File: src/rtl/obg_frame_gen.sv
// Framed SIGNAL/DATA original-bits generator for the OFDM TX head, DW bits per beat.
// Build option OBG_PRBS_PLD_EN: PSDU bits from PRBS9 when defined, byte-count ramp otherwise.
module obg_frame_gen #(
    parameter int unsigned DW        = 1,
    parameter logic [8:0]  PRBS_SEED = 9'h1FF
) (
    input  logic          clk,
    input  logic          rst,
    input  logic [11:0]   di_len,
    input  logic [3:0]    di_rate,
    input  logic          di_vld,
    output logic          di_rdy,
    output logic          di_err,
    output logic [DW-1:0] do_data,
    output logic          do_vld,
    input  logic          do_rdy,
    output logic          do_sof,
    output logic          do_eof,
    output logic          do_sig,
    output logic          do_sym_last,
    output logic [23:0]   sig_word
);

    localparam logic [2:0] ST_IDLE = 3'd0;
    localparam logic [2:0] ST_SIG  = 3'd1;
    localparam logic [2:0] ST_SVC  = 3'd2;
    localparam logic [2:0] ST_PSDU = 3'd3;
    localparam logic [2:0] ST_ZERO = 3'd4;

    localparam logic [14:0] DW15 = 15'(DW);
    localparam logic [8:0]  DW9  = 9'(DW);

    logic [2:0]  r_state;
    logic [11:0] r_len;
    logic [7:0]  r_ndbps;
    logic [23:0] r_sig_word;
    logic [14:0] r_cnt;
    logic [7:0]  r_sym;
    logic [8:0]  r_prbs;
    logic        r_err;

    logic [2:0]    w_state_d;
    logic [11:0]   w_len_d;
    logic [7:0]    w_ndbps_d;
    logic [23:0]   w_sig_d;
    logic [14:0]   w_cnt_d;
    logic [7:0]    w_sym_d;
    logic [8:0]    w_prbs_d;
    logic          w_err_d;

    logic          w_fire;
    logic          w_is_data;
    logic [7:0]    w_req_ndbps;
    logic          w_req_ok;
    logic          w_par;
    logic [23:0]   w_sig_new;
    logic [14:0]   w_cnt_nxt;
    logic [8:0]    w_sym_sum;
    logic          w_sym_wrap;
    logic          w_sig_last;
    logic          w_svc_last;
    logic          w_psdu_last;
    logic          w_zero_last;
    logic [7:0]    w_byte;
    logic [DW-1:0] w_sig_chunk;
    logic [DW-1:0] w_ramp_chunk;
    logic [DW-1:0] w_prbs_chunk;
    logic [8:0]    w_prbs_s;
    logic          w_prbs_n;
    logic [DW-1:0] w_pld_chunk;

    // Zero means "unsupported rate code".
    function automatic logic [7:0] f_ndbps(input logic [3:0] rate);
        case (rate)
            4'b1101: f_ndbps = 8'd24;
            4'b1111: f_ndbps = 8'd36;
            4'b0101: f_ndbps = 8'd48;
            4'b0111: f_ndbps = 8'd72;
            4'b1001: f_ndbps = 8'd96;
            4'b1011: f_ndbps = 8'd144;
            4'b0001: f_ndbps = 8'd192;
            4'b0011: f_ndbps = 8'd216;
            default: f_ndbps = 8'd0;
        endcase
    endfunction

    assign w_fire      = (r_state != ST_IDLE) && do_rdy;
    assign w_is_data   = (r_state == ST_SVC) || (r_state == ST_PSDU) || (r_state == ST_ZERO);
    assign w_req_ndbps = f_ndbps(di_rate);
    assign w_req_ok    = (w_req_ndbps != 8'd0) && (di_len != 12'd0);
    assign w_par       = ^{di_len, di_rate};
    assign w_sig_new   = {6'd0, w_par, di_len, 1'b0, di_rate[0], di_rate[1], di_rate[2], di_rate[3]};

    assign w_cnt_nxt   = r_cnt + DW15;
    assign w_sym_sum   = {1'b0, r_sym} + DW9;
    assign w_sym_wrap  = (w_sym_sum == {1'b0, r_ndbps});
    assign w_sig_last  = (r_state == ST_SIG) && (r_cnt == 15'd24 - DW15);
    assign w_svc_last  = (r_cnt == 15'd16 - DW15);
    assign w_psdu_last = (r_cnt == {r_len, 3'b000} - DW15);
    // Tail done and symbol filled: both must hold on the closing beat.
    assign w_zero_last = (r_state == ST_ZERO) && w_sym_wrap && (w_cnt_nxt >= 15'd6);

    assign w_byte       = r_cnt[10:3];
    assign w_sig_chunk  = DW'(r_sig_word >> r_cnt[4:0]);
    assign w_ramp_chunk = DW'(w_byte >> r_cnt[2:0]);

    // Each new PRBS bit enters at the top, so the earliest bit ends up at bit 0.
    always_comb begin
        w_prbs_s     = r_prbs;
        w_prbs_n     = 1'b0;
        w_prbs_chunk = '0;
        for (int unsigned i = 0; i < DW; i++) begin
            w_prbs_n     = w_prbs_s[8] ^ w_prbs_s[4];
            w_prbs_s     = {w_prbs_s[7:0], w_prbs_n};
            w_prbs_chunk = (w_prbs_chunk >> 1) | (DW'(w_prbs_n) << (DW - 1));
        end
    end

`ifdef OBG_PRBS_PLD_EN
    assign w_pld_chunk = w_prbs_chunk;
`else
    assign w_pld_chunk = w_ramp_chunk;
`endif

    always_comb begin
        w_state_d = r_state;
        w_len_d   = r_len;
        w_ndbps_d = r_ndbps;
        w_sig_d   = r_sig_word;
        w_cnt_d   = r_cnt;
        w_sym_d   = r_sym;
        w_prbs_d  = r_prbs;
        w_err_d   = 1'b0;
        if (w_fire && w_is_data) begin
            w_sym_d = w_sym_wrap ? 8'd0 : w_sym_sum[7:0];
        end
        case (r_state)
            ST_IDLE: begin
                if (di_vld) begin
                    if (w_req_ok) begin
                        w_len_d   = di_len;
                        w_ndbps_d = w_req_ndbps;
                        w_sig_d   = w_sig_new;
                        w_prbs_d  = PRBS_SEED;
                        w_cnt_d   = 15'd0;
                        w_state_d = ST_SIG;
                    end else begin
                        w_err_d = 1'b1;
                    end
                end
            end
            ST_SIG: begin
                if (w_fire) begin
                    if (w_sig_last) begin
                        w_state_d = ST_SVC;
                        w_cnt_d   = 15'd0;
                        w_sym_d   = 8'd0;
                    end else begin
                        w_cnt_d = w_cnt_nxt;
                    end
                end
            end
            ST_SVC: begin
                if (w_fire) begin
                    if (w_svc_last) begin
                        w_state_d = ST_PSDU;
                        w_cnt_d   = 15'd0;
                    end else begin
                        w_cnt_d = w_cnt_nxt;
                    end
                end
            end
            ST_PSDU: begin
                if (w_fire) begin
                    w_prbs_d = w_prbs_s;
                    if (w_psdu_last) begin
                        w_state_d = ST_ZERO;
                        w_cnt_d   = 15'd0;
                    end else begin
                        w_cnt_d = w_cnt_nxt;
                    end
                end
            end
            ST_ZERO: begin
                if (w_fire) begin
                    if (w_zero_last) begin
                        w_state_d = ST_IDLE;
                        w_cnt_d   = 15'd0;
                    end else begin
                        w_cnt_d = w_cnt_nxt;
                    end
                end
            end
            default: w_state_d = ST_IDLE;
        endcase
    end

    always_ff @(posedge clk) begin
        if (rst) begin
            r_state    <= ST_IDLE;
            r_len      <= 12'd0;
            r_ndbps    <= 8'd0;
            r_sig_word <= 24'd0;
            r_cnt      <= 15'd0;
            r_sym      <= 8'd0;
            r_prbs     <= PRBS_SEED;
            r_err      <= 1'b0;
        end else begin
            r_state    <= w_state_d;
            r_len      <= w_len_d;
            r_ndbps    <= w_ndbps_d;
            r_sig_word <= w_sig_d;
            r_cnt      <= w_cnt_d;
            r_sym      <= w_sym_d;
            r_prbs     <= w_prbs_d;
            r_err      <= w_err_d;
        end
    end

    always_comb begin
        do_data = '0;
        case (r_state)
            ST_SIG:  do_data = w_sig_chunk;
            ST_PSDU: do_data = w_pld_chunk;
            default: do_data = '0;
        endcase
    end

    assign di_rdy      = (r_state == ST_IDLE);
    assign di_err      = r_err;
    assign do_vld      = (r_state != ST_IDLE);
    assign do_sof      = (r_state == ST_SIG) && (r_cnt == 15'd0);
    assign do_sig      = (r_state == ST_SIG);
    assign do_sym_last = w_sig_last || (w_is_data && w_sym_wrap);
    assign do_eof      = w_zero_last;
    assign sig_word    = r_sig_word;

endmodule
File: config.mk
export PLATFORM = sky130hd
export DESIGN_NAME = obg_frame_gen
export DESIGN_NICKNAME = d
export VERILOG_FILES = /design/src/rtl/obg_frame_gen.sv
export SDC_FILE = /design/constraint.sdc
export NUM_CORES = 1
export LEC_CHECK = 0
export ABC_AREA = 0
export BUFFER_PORTS_ARGS = -buffer_cell sky130_fd_sc_hd__buf_2
export CAP_MARGIN = 10
export CORE_MARGIN = 3
export CORE_UTILIZATION = 46
export CTS_CLUSTER_SIZE = 28
export DETAILED_ROUTE_END_ITERATION = 6
export GPL_ROUTABILITY_DRIVEN = 0
export HOLD_SLACK_MARGIN = 0.02
export PLACE_DENSITY = 0.63
export SLEW_MARGIN = 30
export SYNTH_ARGS = -nofsm -noshare
export SYNTH_HDL_FRONTEND = slang
export SYNTH_SLANG_ARGS = --single-unit
File: constraint.sdc
create_clock -name clk -period 3.9 [get_ports clk]
set_input_delay 0.585 -clock clk [delete_from_list [all_inputs] [get_ports clk]]
set_output_delay 0.585 -clock clk [all_outputs]
set_load 0.02 [all_outputs]
==> run metrics <==
Final Max Slew Viols=0; drt first pass iters=5; clock sink count=50; worst-path maximum fanout=13; f_max=~290 MHz; Syn. warnings=0; Hold Path Stages=2; leakage power=1.65 nW; NetSw=between 400 and 500 uW; initial antenna violation count=0; switch share=a little over a third; Clk Latency, worst-skew pair=around 0.31 ns; reg2reg end=r_cnt[13]$_SDFFE_PP0P_; Synth Register Bits=50; Post-Synthesis Mean Instance Area=7.70 sq um; die width=slightly below 100 microns; # hold bufs at CTS=0; flop2flop setup slack=roughly 0.83 ns; slew margin rel.=a little under half; ys flop type=dfxtp_1; number of synthesized flops with an enable pin=0; clock-pin slew on the worst setup and hold paths=approximately 0.10 ns; library cells used by synthesis=65; GRT Resource Usage Total=around a fifth; Post-Synthesis Cell Area=a little under 4000 sq um; final hold slack=~0.49 ns; Routed met3 length=582 microns; HP Start=sig_word[2]$_SDFFE_PP0P_; Final period util=between 80% and 90%; grt total ovfl=0; clock group share of total power=26.3%; Port Buf Inserts=44; final worst path period need=about 3.4 ns; CORE AREA=7930 sq um; DRT antenna net count=0; Critical Path RT=3.31 ns; WL met2=~4.2 mm; post-synthesis cell count=roughly 500; Iter 0 DRT Violations=just under 300; CP arrival=2.86 ns; net count reported at finish=550; residual DRC count=0; Flop pwr share=46.2%; internal power=approximately 790 uW; vias in the first global route=approximately 3300; Site Rows=32; Root Buffer=clkbuf_8; H-tree depth=2; total CTS buffers=5; launching point of the worst reg2reg path=r_cnt[1]$_SDFFE_PP0P_; max layer used=met4; worst hold-check path type=flip-flop to flip-flop; die height=approximately 100 microns; Max Buffers Root-to-Sink=2; Inserted Diodes=0; fraction of layout cells with a size suffix above 1=17.0%; post-CTS setup buffers=0; outcome=finished clean; CTS tree=built; Worst Hold Path EP=sig_word[2]$_SDFFE_PP0P_; first-pass GRT wire length=approximately 16 mm; # setup viols final=0; Crit Path Class=flip-flop to primary output; logic gate share of total power=27.5%; pwr/cell area=just under 300 nW/um^2; Die ar.=9540 sq um; post-synthesis sequential area ratio=25.9%; Final Hold Vio Count=0; largest net degree at the start of global routing=35; Worst Tran Pin Value=around 0.82 ns; Peak supply drop=about 0.00019 V; Setup Skew=about 0.0066 ns; final setup TNS=0 ns; area delta synth->final=6.89%; final wirelength=between 9 and 10 mm; reg2reg path depth=8; Ports=52; total number of vias=3622; Initial Util=about half; RSZ-0062 raised after global routing=false; asr flop ratio synth=0%; met1 wire length=between 4 and 5 mm; nature of the critical path endpoint=primary output; number of max-cap violations=0; number of gates resized after cts=0; Detailed Place HPWL=slightly above 7 mm; Wirelength per Cell=15.5 microns; FILL cells=between 700 and 800; CP Launch Type=flip-flop; routed vias/inst=5.84
-- area by class of cell --
type / count / area (sq um) / share of cell area (%)
multi-input combinational: 387 / 2570 / 62.1
sequential: 50 / 1000 / 24.2
timing repair buffer: 48 / 250 / 6.06
tap: 102 / 128 / 3.09
inverter: 25 / 93.8 / 2.27
clock buffer: 5 / 68.8 / 1.67
clock inverter: 3 / 25.0 / 0.606
-- metal layers --
| layer | vias up | track usage [%] |
|---|---|---|
| met5 | - | 0 |
| met4 | 0 | 3.83 |
| met3 | 10 | 3.52 |
| met2 | 126 | 30.7 |
| met1 | 1703 | 29.8 |
| li1 | 1783 | - |
-- power groups by stage --
stage / Clock, mW / Sequential, mW / Combinational (mW)
2_1_floorplan: 0 / 0.577 / 0.250
3_3_place_gp: 0 / 0.572 / 0.330
3_5_place_dp: 0 / 0.573 / 0.335
4_1_cts: 0.329 / 0.561 / 0.335
5_1_grt: 0.346 / 0.566 / 0.372
6_report: 0.319 / 0.561 / 0.335
-- cells by family after synthesis --
group                    Yosys count  share of synthesized area, %
AO/OA/AOI/OAI                     91                          16.5
XOR/XNOR                          52                          11.8
adder cells (fa/ha/maj)           13                          4.21
buffers and inverters             71                          8.32
flip-flops                        50                          25.9
multiplexers                      12                          4.79
other                              1                        0.0970
AND/OR/NAND/NOR                  212                          28.4
-- cells in the final DEF (no fill, tap or decap), types with 3 or more instances in the layout --
| master | count |
|---|---|
| a211o_1 | 3 |
| a211oi_1 | 6 |
| a21oi_1 | 27 |
| a311oi_1 | 5 |
| a31oi_1 | 6 |
| and2_1 | 6 |
| and3_1 | 10 |
| and4_1 | 5 |
| buf_2 | 44 |
| buf_4 | 4 |
| clkbuf_8 | 5 |
| conb_1 | 7 |
| dfxtp_1 | 50 |
| ha_1 | 13 |
| inv_1 | 25 |
| mux2i_1 | 5 |
| mux4_2 | 5 |
| nand2_1 | 63 |
| nand2b_1 | 3 |
| nand3_1 | 22 |
| nand4_1 | 14 |
| nor2_1 | 42 |
| nor2_2 | 10 |
| nor2b_1 | 3 |
| nor3_1 | 6 |
| nor4_1 | 5 |
| o2111ai_1 | 4 |
| o211ai_1 | 5 |
| o21ai_0 | 12 |
| o22ai_1 | 4 |
| or2_2 | 3 |
| or3_1 | 6 |
| xnor2_1 | 27 |
| xor2_1 | 25 |
-- state kept, by name, summed over array words and instances, names as in the netlist --
name and count:
r_cnt 15, r_ndbps 6, sig_word 6, r_sym 8, di_err 1, r_state 3
r_len 11
-- cell usage after synthesis (2+ instances only) --
| cell type | number | share of area [%] |
|---|---|---|
| o21ai_0 | 12 | 1.6 |
| or2_2 | 3 | 0.49 |
| nor4_1 | 5 | 0.81 |
| o22ai_1 | 4 | 0.65 |
| a31oi_1 | 6 | 0.97 |
| inv_1 | 25 | 2.4 |
| or3_1 | 6 | 0.97 |
| nor3b_1 | 2 | 0.39 |
| nor2b_1 | 3 | 0.49 |
| clkbuf_1 | 26 | 2.5 |
| nand2b_1 | 3 | 0.49 |
| nand2_1 | 63 | 6.1 |
| nor3_1 | 6 | 0.78 |
| nor3_2 | 2 | 0.52 |
| mux4_2 | 5 | 2.9 |
| or4_1 | 2 | 0.39 |
| nand4_1 | 14 | 2.3 |
| xor2_1 | 25 | 5.7 |
| o211ai_1 | 5 | 0.97 |
| nor2_2 | 10 | 1.6 |
| xnor2_1 | 27 | 6.1 |
| mux2i_1 | 5 | 1.3 |
| a311oi_1 | 5 | 1.1 |
| a211o_1 | 3 | 0.68 |
| nand4b_1 | 2 | 0.45 |
| and2_1 | 6 | 0.97 |
| and3_1 | 10 | 1.6 |
| buf_2 | 7 | 0.91 |
| o31ai_1 | 2 | 0.39 |
| and4_1 | 5 | 1.1 |
| nor4_2 | 2 | 0.65 |
| buf_4 | 8 | 1.6 |
| buf_1 | 2 | 0.19 |
| o2111ai_1 | 4 | 0.91 |
| mux2_2 | 2 | 0.58 |
| buf_6 | 2 | 0.58 |
| dfxtp_1 | 50 | 26 |
| ha_1 | 13 | 4.2 |
| a21oi_1 | 27 | 3.5 |
| nor2_1 | 42 | 4.1 |
| nand3_1 | 22 | 2.8 |
| a211oi_1 | 6 | 1.2 |
-- worst max-delay path, stage by stage (launching register included) --
cell and delay (ns):
dfxtp_1 0.60, ha_1 0.42, and4_1 0.39, and4_1 0.29, mux2i_1 0.27, o211ai_1 0.12
o21ai_0 0.22, nor2_1 0.08, buf_2 0.16
-- per-stage QoR --
stage,total power [mW],worst slack (ns),cells,utilization (%),instance area (sq um)
detailed placement,0.908,0.795,612,50.9,4040
floorplan,0.827,1.22,508,-,3890
finish,1.21,0.458,620,52.1,4130
global route,1.28,0.139,620,52.1,4130
global placement,0.902,0.886,612,50.9,4040
CTS,1.22,0.460,620,52.1,4130
-- worst max-delay path by stage --
stage | startpoint | end | slack (ns) | depth (start not counted)
6_report | r_cnt[1]$_SDFFE_PP0P_ | do_eof | 0.46 | 8
3_5_place_dp | r_cnt[1]$_SDFFE_PP0P_ | do_eof | 0.80 | 8
2_1_floorplan | r_cnt[12]$_SDFFE_PP0P_ | do_sym_last | 1.22 | 6
4_1_cts | r_cnt[1]$_SDFFE_PP0P_ | do_eof | 0.46 | 8
3_3_place_gp | r_cnt[1]$_SDFFE_PP0P_ | do_eof | 0.89 | 8
5_1_grt | r_cnt[1]$_SDFFE_PP0P_ | do_eof | 0.14 | 8
(Power assumes the default switching activity.)
